### config.mk
export PLATFORM = sky130hd
export DESIGN_NAME = vga_draw_scheduler
export DESIGN_NICKNAME = d
export VERILOG_FILES = /design/src/rtl/vga_draw_pkg.sv /design/src/rtl/vga_draw_scheduler_fifo.sv /design/src/rtl/vga_draw_scheduler.sv
export SDC_FILE = /design/constraint.sdc
export NUM_CORES = 1
export LEC_CHECK = 0
export CAP_MARGIN = 5
export CORE_MARGIN = 3
export CORE_UTILIZATION = 30
export CTS_CLUSTER_SIZE = 40
export DETAILED_ROUTE_END_ITERATION = 12
export PLACE_DENSITY_LB_ADDON = 0.1
export REMOVE_ABC_BUFFERS = 1
export SLEW_MARGIN = 20
export SYNTH_ARGS = -nofsm -noshare
export SYNTH_HDL_FRONTEND = slang
export SYNTH_SLANG_ARGS = --single-unit
### constraint.sdc
create_clock -name clock -period 5.35 [get_ports clock]
set_clock_uncertainty 0.15 [all_clocks]
set_input_delay 0.535 -clock clock [delete_from_list [all_inputs] [get_ports clock]]
set_output_delay 0.535 -clock clock [all_outputs]
set_load 0.05 [all_outputs]
### src/rtl/vga_draw_pkg.sv
// Shared types for the VGA draw scheduler: screen size, image codes,
// FSM encoding and the queued draw-command record.
package vga_draw_pkg;

  localparam int SCREEN_W = 160;
  localparam int SCREEN_H = 120;

  typedef enum logic [3:0] {
    IMG_START      = 4'd0,
    IMG_CARD1      = 4'd1,
    IMG_CARD2      = 4'd2,
    IMG_CARD3      = 4'd3,
    IMG_CARD4      = 4'd4,
    IMG_CARD5      = 4'd5,
    IMG_CARD6      = 4'd6,
    IMG_CARD7      = 4'd7,
    IMG_BACKGROUND = 4'd8,
    IMG_GAMEOVER   = 4'd9
  } img_e;

  typedef enum logic [1:0] {
    IDLE  = 2'd0,
    LOAD  = 2'd1,
    DRAW  = 2'd2,
    DRAIN = 2'd3
  } state_e;

  // 34-bit rectangle blit request
  typedef struct packed {
    logic [3:0] img;
    logic [7:0] x;
    logic [6:0] y;
    logic [7:0] w;
    logic [6:0] h;
  } draw_cmd_t;

  typedef struct packed {
    logic       valid;
    logic [3:0] img;
    logic [7:0] x;
    logic [6:0] y;
  } plot_t;

endpackage

### src/rtl/vga_draw_scheduler_fifo.sv
// Synchronous command queue for the draw scheduler; flush empties it
// in one clock without touching the storage array.
module draw_cmd_fifo
  import vga_draw_pkg::*;
#(
  parameter int DEPTH = 4
) (
  input  logic                     clock,
  input  logic                     resetn,
  input  logic                     flush,
  input  logic                     push,
  input  logic                     pop,
  input  draw_cmd_t                din,
  output draw_cmd_t                dout,
  output logic                     full,
  output logic                     empty,
  output logic [$clog2(DEPTH):0]   count
);

  localparam int AW = $clog2(DEPTH);
  localparam int CW = AW + 1;
  localparam logic [AW:0] FULL_CNT = DEPTH[AW:0];

  draw_cmd_t     r_mem [DEPTH];
  logic [AW-1:0] r_wr_ptr;
  logic [AW-1:0] r_rd_ptr;
  logic [AW:0]   r_count;
  logic          w_do_push;
  logic          w_do_pop;

  assign full      = (r_count == FULL_CNT);
  assign empty     = (r_count == '0);
  assign count     = r_count;
  assign dout      = r_mem[r_rd_ptr];
  // a pop frees the slot the simultaneous push lands in
  assign w_do_push = push && (!full || pop);
  assign w_do_pop  = pop && !empty;

  always_ff @(posedge clock) begin
    if (w_do_push && !flush) r_mem[r_wr_ptr] <= din;
  end

  always_ff @(posedge clock or negedge resetn) begin
    if (!resetn) begin
      r_wr_ptr <= '0;
      r_rd_ptr <= '0;
      r_count  <= '0;
    end else if (flush) begin
      r_wr_ptr <= '0;
      r_rd_ptr <= '0;
      r_count  <= '0;
    end else begin
      if (w_do_push) r_wr_ptr <= r_wr_ptr + AW'(1);
      if (w_do_pop)  r_rd_ptr <= r_rd_ptr + AW'(1);
      case ({w_do_push, w_do_pop})
        2'b10:   r_count <= r_count + CW'(1);
        2'b01:   r_count <= r_count - CW'(1);
        default: r_count <= r_count;
      endcase
    end
  end

endmodule

### src/rtl/vga_draw_scheduler.sv
// Walks queued rectangle blits one pixel per clock, driving the image-ROM
// address and a plot port delayed to line up with ROM read data.
//   state | meaning
//   IDLE  | waiting; pops the next command when the queue is non-empty
//   LOAD  | clears col/row/addr, skips straight to DRAIN on a zero-size blit
//   DRAW  | issues one ROM address per clock, row-major
//   DRAIN | lets the last ROM read land, then pulses blit_done
module vga_draw_scheduler #(
  parameter int FIFO_DEPTH  = 4,
  parameter int ROM_LATENCY = 1,
  parameter int SCREEN_W    = vga_draw_pkg::SCREEN_W,
  parameter int SCREEN_H    = vga_draw_pkg::SCREEN_H
) (
  input  logic        clock,
  input  logic        resetn,
  input  logic        flush,
  input  logic        cmd_valid,
  output logic        cmd_ready,
  input  logic [3:0]  cmd_img,
  input  logic [7:0]  cmd_x,
  input  logic [6:0]  cmd_y,
  input  logic [7:0]  cmd_w,
  input  logic [6:0]  cmd_h,
  output logic [14:0] rom_address,
  output logic [3:0]  img_select,
  output logic [7:0]  x_plot,
  output logic [6:0]  y_plot,
  output logic        vga_enable,
  output logic        busy,
  output logic        blit_done
);

  import vga_draw_pkg::*;

  localparam int          CW         = $clog2(FIFO_DEPTH) + 1;
  localparam logic [8:0]  X_LIM      = 9'(SCREEN_W);
  localparam logic [7:0]  Y_LIM      = 8'(SCREEN_H);
  localparam logic [1:0]  DRAIN_LOAD = 2'(ROM_LATENCY - 1);

  draw_cmd_t       w_cmd_in;
  draw_cmd_t       w_cmd_out;
  logic            w_full;
  logic            w_empty;
  logic [CW-1:0]   w_count;
  logic            w_push;
  logic            w_pop;

  state_e          r_state;
  draw_cmd_t       r_cmd;
  logic [7:0]      r_col;
  logic [6:0]      r_row;
  logic [14:0]     r_addr;
  logic [1:0]      r_timer;
  logic            r_done;
  plot_t           r_pipe [ROM_LATENCY];

  logic [8:0]      w_x_sum;
  logic [7:0]      w_y_sum;
  logic            w_in_bounds;
  logic            w_last_col;
  logic            w_last_row;
  logic            w_pipe_busy;

  assign cmd_ready = !w_full && !flush;
  assign w_push    = cmd_valid && cmd_ready;
  assign w_pop     = (r_state == IDLE) && !w_empty && !flush;
  assign w_cmd_in  = {cmd_img, cmd_x, cmd_y, cmd_w, cmd_h};

  draw_cmd_fifo #(
    .DEPTH (FIFO_DEPTH)
  ) u_fifo (
    .clock  (clock),
    .resetn (resetn),
    .flush  (flush),
    .push   (w_push),
    .pop    (w_pop),
    .din    (w_cmd_in),
    .dout   (w_cmd_out),
    .full   (w_full),
    .empty  (w_empty),
    .count  (w_count)
  );

  // widened sums so an origin near the edge cannot wrap back on screen
  assign w_x_sum     = {1'b0, r_cmd.x} + {1'b0, r_col};
  assign w_y_sum     = {1'b0, r_cmd.y} + {1'b0, r_row};
  assign w_in_bounds = (w_x_sum < X_LIM) && (w_y_sum < Y_LIM);
  assign w_last_col  = (r_col == r_cmd.w - 8'd1);
  assign w_last_row  = (r_row == r_cmd.h - 7'd1);

  always_ff @(posedge clock or negedge resetn) begin
    if (!resetn) begin
      r_state <= IDLE;
      r_cmd   <= '0;
      r_col   <= '0;
      r_row   <= '0;
      r_addr  <= '0;
      r_timer <= '0;
      r_done  <= 1'b0;
    end else begin
      r_done <= 1'b0;
      if (flush) begin
        r_state <= IDLE;
      end else begin
        case (r_state)
          IDLE: begin
            if (!w_empty) begin
              r_cmd   <= w_cmd_out;
              r_state <= LOAD;
            end
          end
          LOAD: begin
            r_col   <= '0;
            r_row   <= '0;
            r_addr  <= '0;
            r_timer <= DRAIN_LOAD;
            if (r_cmd.w == 8'd0 || r_cmd.h == 7'd0) r_state <= DRAIN;
            else                                    r_state <= DRAW;
          end
          DRAW: begin
            if (w_last_col) begin
              r_col <= '0;
              if (w_last_row) r_state <= DRAIN;
              else            r_row   <= r_row + 7'd1;
            end else begin
              r_col <= r_col + 8'd1;
            end
            // hold the final address rather than stepping past the image
            if (!(w_last_col && w_last_row)) r_addr <= r_addr + 15'd1;
          end
          DRAIN: begin
            if (r_timer == 2'd0) begin
              r_done  <= 1'b1;
              r_state <= IDLE;
            end else begin
              r_timer <= r_timer - 2'd1;
            end
          end
          default: r_state <= IDLE;
        endcase
      end
    end
  end

  always_ff @(posedge clock or negedge resetn) begin
    if (!resetn) begin
      for (int i = 0; i < ROM_LATENCY; i++) r_pipe[i] <= '0;
    end else if (flush) begin
      for (int i = 0; i < ROM_LATENCY; i++) r_pipe[i] <= '0;
    end else begin
      r_pipe[0] <= '{valid: (r_state == DRAW) && w_in_bounds,
                     img:   r_cmd.img,
                     x:     w_x_sum[7:0],
                     y:     w_y_sum[6:0]};
      for (int i = 1; i < ROM_LATENCY; i++) r_pipe[i] <= r_pipe[i-1];
    end
  end

  always_comb begin
    w_pipe_busy = 1'b0;
    for (int i = 0; i < ROM_LATENCY; i++) w_pipe_busy = w_pipe_busy | r_pipe[i].valid;
  end

  assign rom_address = r_addr;
  assign blit_done   = r_done;
  assign vga_enable  = r_pipe[ROM_LATENCY-1].valid;
  assign img_select  = r_pipe[ROM_LATENCY-1].img;
  assign x_plot      = r_pipe[ROM_LATENCY-1].x;
  assign y_plot      = r_pipe[ROM_LATENCY-1].y;
  assign busy        = (r_state != IDLE) || (w_count != '0) || w_pipe_busy;

endmodule

# After elaboration in Yosys (flattened, before gate mapping)
# Memories as Yosys holds them, arrays and structs flattened. A register that Yosys moved wholly into a read port is not among the register bits.
# Cells that the tools add are included.
word_totals:
  ff_bits: 62
  latch_bits: 0
  mem_bits_rw: 136
  romBits: 0
  input_bits: 38
  output_inout_bits: 38
  elab_cells: 110
  n_memories: 1
op_classes:
  addsub: 12
  multipliers: 0
  n_div: 0
  n_lt_le_gt_ge: 2
  eq_ne: 16
  shifts: 0
  muxes: 28
  bitwise: 2
  n_reduce_logical: 36
mem_list:
  columns: ["name", "depth", "width", "rd", "rd_clocked_by_memory_dff", "write_ports", "line_no", "rtl"]
  rows:
  - ["u_fifo.r_mem", 4, 34, 1, 1, 1, "vga_draw_scheduler_fifo.sv:24", "draw_cmd_t r_mem [DEPTH];"]
op_table:
  columns: ["operator", "n"]
  rows:
  - ["$pmux 15 s2", 1]
  - ["$mux 2", 10]
  - ["$mux 20", 1]
  - ["$pmux 8 s2", 1]
  - ["$add 15x1->15 const B", 1]
  - ["$mux 15", 1]
  - ["$mux 7", 2]
  - ["$pmux 7 s2", 1]
  - ["$ne 3x3->1 const B", 4]
  - ["$logic_and 1x1->1", 10]
  - ["$reduce_bool 2->1", 5]
  - ["$add 8x8->9", 1]
  - ["$lt 9x8->1 const B", 1]
  - ["$reduce_and 3->1", 3]
  - ["$add 7x7->8", 1]
  - ["$add 8x1->8 const B", 1]
  - ["$eq 8x8->1", 1]
  - ["$logic_not 8->1", 1]
  - ["$lt 8x7->1 const B", 1]
  - ["$mux 8", 1]
  - ["$ne 2x2->1 const B", 4]
  - ["$pmux 2 s4", 1]
  - ["$reduce_and 4->1", 2]
  - ["$sub 8x1->8 const B", 1]
  - ["22 further kinds", 40]

# Depth between registers and ports, before layout
logic_depth:
  depth_word: 9
  mapped_depth: 10
  depth_no_buf: 9

# Modules after synthesis
# From an unflattened synthesis, not the netlist that was laid out.
hier_totals:
  hier_cells: 710
  hier_area_um2: 10385.0
by_module_without_submodules:
  columns: ["module", "n_inst", "cells_per_inst", "area_per_inst_um2", "seq_area_each_um2"]
  rows:
  - ["draw_cmd_fifo", 1, 241, 5451.5, 4259.1]
  - ["vga_draw_scheduler", 1, 469, 4933.5, 2227.1]

# Worst setup path after synthesis
# Ideal clock, no wire load.
synth_path:
  kind: "input to register"
  start: "input port flush"
  end: "register u_fifo.r_count[2] (netlist: u_fifo.count[2])"
  t_arrival_ns: 2.943
  t_required_ns: 5.068
  setup_slack_ns: 2.125
  cell_stages: 9
  n_path_buf: 1
  path_cell_list: "a21oi_1 -> and2_1 -> clkbuf_1 -> nor3_1 -> fa_1 -> or3_1 -> nand2_1 -> xnor2_1 -> nor2_1"
synth_between:
  elab_chain_len: 7
  word_cells_on_any_way: 12
  cone_classes: "2 x eq/ne; 2 x mux; 8 x reduce/logical"
synth_rtl:
  columns: ["item", "line_no", "rtl"]
  rows:
  - ["start, declared", "vga_draw_scheduler.sv:16", "input logic flush,"]
  - ["$logic_not 1->1", "vga_draw_scheduler.sv:64, vga_draw_scheduler.sv:66", null]
  - ["$logic_and 1x1->1 (on tied branches)", "vga_draw_scheduler.sv:64, vga_draw_scheduler.sv:66", null]
  - ["$logic_and 1x1->1 or $logic_or 1x1->1 (tied branches)", "vga_draw_scheduler.sv:65, vga_draw_scheduler_fifo.sv:36", null]
  - ["$logic_and 1x1->1", "vga_draw_scheduler_fifo.sv:36", "assign w_do_push = push && (!full || pop);"]
  - ["$eq 2x1->1 or $eq 2x2->1 (tied branches)", "vga_draw_scheduler_fifo.sv:55", "case ({w_do_push, w_do_pop})"]
  - ["$pmux 3 s2", "vga_draw_scheduler_fifo.sv:55", null]
  - ["$mux 3", "vga_draw_scheduler_fifo.sv:48", "end else if (flush) begin"]
  - ["end signal, assigned", "vga_draw_scheduler_fifo.sv:56", "2'b10: r_count <= r_count + CW'(1);"]
  - ["end signal, assigned", "vga_draw_scheduler_fifo.sv:57", "2'b01: r_count <= r_count - CW'(1);"]
  - ["end signal, assigned", "vga_draw_scheduler_fifo.sv:58", "default: r_count <= r_count;"]
  - ["end, declared", "vga_draw_scheduler_fifo.sv:27", "logic [AW:0] r_count;"]
# Parallel ways exist; a longest one is shown, timed or not.
# A chain may end at the register's enable or synchronous reset.

# Final worst setup path
layout_path:
  start: "register r_cmd[7] (netlist name)"
  end: "register r_row[0]"
layout_between:
  elab_chain_len: 4
layout_rtl:
  columns: ["item", "line_no", "rtl"]
  rows:
  - ["start, declared", "vga_draw_scheduler.sv:49", "draw_cmd_t r_cmd;"]
  - ["start signal, assigned", "vga_draw_scheduler.sv:108", "r_cmd <= w_cmd_out;"]
  - ["$sub 8x1->8", "vga_draw_scheduler.sv:88", "assign w_last_col = (r_col == r_cmd.w - 8'd1);"]
  - ["$eq 8x8->1", "vga_draw_scheduler.sv:88", null]
  - ["$ne 2x2->1 (no source line)", null, null]
  - ["$reduce_and 4->1 (no source line)", null, null]
  - ["end signal, assigned", "vga_draw_scheduler.sv:124", "else r_row <= r_row + 7'd1;"]
  - ["end, declared", "vga_draw_scheduler.sv:51", "logic [6:0] r_row;"]
# No other way between the ends.

==> metrics.txt <==
FF-to-FF path depth 9; hold crit path type flip-flop to flip-flop; starting density of the core 30.4%; final worst path period need 3.55 ns; final weighted congestion in routability-driven placement 0.781; area growth from synthesis to layout 20.7%; achievable frequency 282 MHz; first-pass detailed-route iteration total 4; Final Hold Vio Count 0; launch point of the worst path r_cmd[7]; type of the worst setup path flip-flop to flip-flop; wire length of the first global-routing pass 35700 um; final setup violating endpoints 0; IO Port Bufs 75; Top FF cell, synth sky130_fd_sc_hd__edfxtp_1; max-cap violation count 0; number of synthesized register bits 232; number of library cell types mapped by synthesis 60; pin count of the biggest net entering global routing 55; tightest hold margin 0.341 ns; average cell area after synthesis 14.7 sq um; worst voltage drop across the vdd grid 0.000173 V; total standard cell area after synthesis 10200 sq um; die height 191 um; Resized Gates After CTS 0; mean number of vias per cell 4.83; Yosys Warn Count 0; cells taking the most area after synthesis sky130_fd_sc_hd__edfxtp_1 40%, sky130_fd_sc_hd__dfrtp_1 23%, sky130_fd_sc_hd__mux4_2 7.5%; Reg2Reg Launch Point r_cmd[7]; number of H-tree levels 1; clock buffers created by TritonCTS 27; number of nets in the finished design 851; cells after synthesis 694; site row count 67; Core Footprint 33600 sq um; total vias in the final route 6031; unrepaired setup endpoints after global routing no; DPL Wire Length 14600 um; register-to-register setup slack 1.80 ns; via count of the first global-routing pass 6381; final worst-path cycle share 66.4%; required time at the endpoint of the critical path 5.61 ns; deepest clock path buffer count 3; detailed router's first-iteration violation count 235; CTS sink count 232; Total Routed Length 22600 um; Final Slew Violations 0; CP startpoint kind flip-flop; ant diodes 0; number of ports placed on the die boundary 76; Final ANT Viol Nets 0; number of synthesized flops with an enable pin 136; number of antenna violations at the first check in global routing 0; post-synth top area share 39.9%; type of destination of the critical path flip-flop; count of buffers added by post-CTS timing repair for setup 0; CP Max Fanout 12; remaining design rule violation count 0; layout cell share with drive strength beyond 1 15.9%; sequential element share of the synthesized area 63.4%; status finished clean; GRT Util Overall 12.4%; Worst Max-Slew Pin Slew 0.958 ns; residual overflow from global routing 0; Worst Path Arrival 3.81 ns; leading area contributor after synthesis sky130_fd_sc_hd__edfxtp_1; per-cell routed wire length 18.1 um; TritonCTS clock tree yes; Sum Neg Setup Slack 0 ns; destination of the worst register-to-register timing path r_row[0]; Lkg Pwr 4.55 nW; clock edge transition at the registers on the reported setup and hold paths 0.06 ns; hold bufs inserted after CTS 1; worst skew pair latency 0.52 ns; power density cells 463 nW/um^2; root buffer selected by CTS sky130_fd_sc_hd__clkbuf_16; proportion of synthesized flip-flops having asynchronous set or reset 41.4%; last element of the critical path r_row[0]; Die Width 191 um; worst slew margin relative to its limit 36.1%; Die Outline Area 36400 sq um
metal layers:
metal | GRT usage [%] | vias up | wire [um]
li1 | - | 2809 | -
met1 | 15.4 | 3067 | 9300
met2 | 23.1 | 131 | 12000
met3 | 1.93 | 24 | 956
met4 | 2.40 | 0 | 300
met5 | 0 | - | 0
cell usage in the layout, fill, tap and decap left out, types with 17 or more instances in the layout:
cell	count
sky130_fd_sc_hd__clkdlybuf4s50_1	73
sky130_fd_sc_hd__nand3_1	19
sky130_fd_sc_hd__nor2b_1	20
sky130_fd_sc_hd__nor2_1	34
sky130_fd_sc_hd__xnor2_1	23
sky130_fd_sc_hd__dfrtp_1	95
sky130_fd_sc_hd__ha_1	30
sky130_fd_sc_hd__clkbuf_16	27
sky130_fd_sc_hd__edfxtp_1	136
sky130_fd_sc_hd__o21ai_0	17
sky130_fd_sc_hd__nand2_1	37
sky130_fd_sc_hd__mux4_2	34
sky130_fd_sc_hd__mux2_2	30
sky130_fd_sc_hd__inv_1	21
sky130_fd_sc_hd__a21oi_1	22
synth_stat cells (19+ instances only):
master	instances
sky130_fd_sc_hd__edfxtp_1	136
sky130_fd_sc_hd__dfrtp_1	96
sky130_fd_sc_hd__nand2_1	37
sky130_fd_sc_hd__nor2_1	35
sky130_fd_sc_hd__mux4_2	34
sky130_fd_sc_hd__ha_1	30
sky130_fd_sc_hd__mux2_2	30
sky130_fd_sc_hd__xnor2_1	23
sky130_fd_sc_hd__a21oi_1	22
sky130_fd_sc_hd__inv_1	21
sky130_fd_sc_hd__nor2b_1	20
sky130_fd_sc_hd__nand3_1	19
flip-flops by register name, summed over array words and instances, names as in the netlist:
| register | cells |
|---|---|
| u_fifo.r_mem | 136 |
| r_cmd | 34 |
| rom_address | 15 |
| r_col | 8 |
| x_plot | 8 |
| r_row | 7 |
| y_plot | 7 |
| img_select | 4 |
| u_fifo.count | 3 |
| r_state | 2 |
| r_timer | 2 |
| u_fifo.r_rd_ptr | 2 |
| u_fifo.r_wr_ptr | 2 |
| blit_done | 1 |
| vga_enable | 1 |
worst min-delay path by stage:
stage / to / cells after the start / startpoint
6_report: img_select[0] / 1 / r_cmd[30]
3_3_place_gp: img_select[2] / 1 / r_cmd[32]
4_1_cts: img_select[0] / 1 / r_cmd[30]
5_1_grt: img_select[3] / 1 / r_cmd[33]
2_1_floorplan: blit_done / 0 / resetn
3_5_place_dp: img_select[0] / 1 / r_cmd[30]
metrics by stage:
step | util (%) | cell area, sq um | power [mW] | cells | setup slack (ns)
floorplan | - | 10100 | 3.54 | 666 | 2.22
global placement | 34.2 | 11500 | 4.02 | 1198 | 2.06
detailed placement | 34.2 | 11500 | 4.06 | 1198 | 1.89
CTS | 36.7 | 12400 | 5.84 | 1248 | 1.85
global route | 36.7 | 12400 | 6.06 | 1248 | 1.56
finish | 36.7 | 12400 | 5.72 | 1248 | 1.80
power breakdown:
part	switching (mW)	internal (mW)	total, mW
clock network	0.681	1.05	1.73
registers	0.226	2.18	2.41
logic	0.870	0.708	1.58
total	1.78	3.94	5.72
area by class of cell:
class | instances | area (sq um)
fill | 3189 | 21300
sequential | 232 | 6490
multi-input combinational | 413 | 3560
timing repair buffer | 85 | 821
clock buffer | 40 | 744
tap | 448 | 561
clock inverter | 9 | 97.6
inverter | 21 | 78.8
cell families after synthesis:
| group | Yosys count | synth area share [%] |
|---|---|---|
| XOR/XNOR | 35 | 3.00 |
| multiplexers | 69 | 11.3 |
| AND/OR/NAND/NOR | 171 | 9.00 |
| AO/OA/AOI/OAI | 105 | 7.19 |
| flip-flops | 232 | 63.4 |
| buffers and inverters | 49 | 1.90 |
| adder cells (fa/ha/maj) | 33 | 4.25 |
critical path, stage by stage, from the launching register on:
cell and delay (ns):
sky130_fd_sc_hd__dfrtp_1 0.42, sky130_fd_sc_hd__inv_1 0.10, sky130_fd_sc_hd__ha_1 0.18, sky130_fd_sc_hd__nor3b_1 0.45
sky130_fd_sc_hd__a21oi_1 0.13, sky130_fd_sc_hd__nor4_1 0.35, sky130_fd_sc_hd__o211ai_2 0.36, sky130_fd_sc_hd__nor2_1 0.72
sky130_fd_sc_hd__mux2_2 0.41, sky130_fd_sc_hd__a22o_1 0.17
Note: power is estimated with default switching activity, not from simulation.
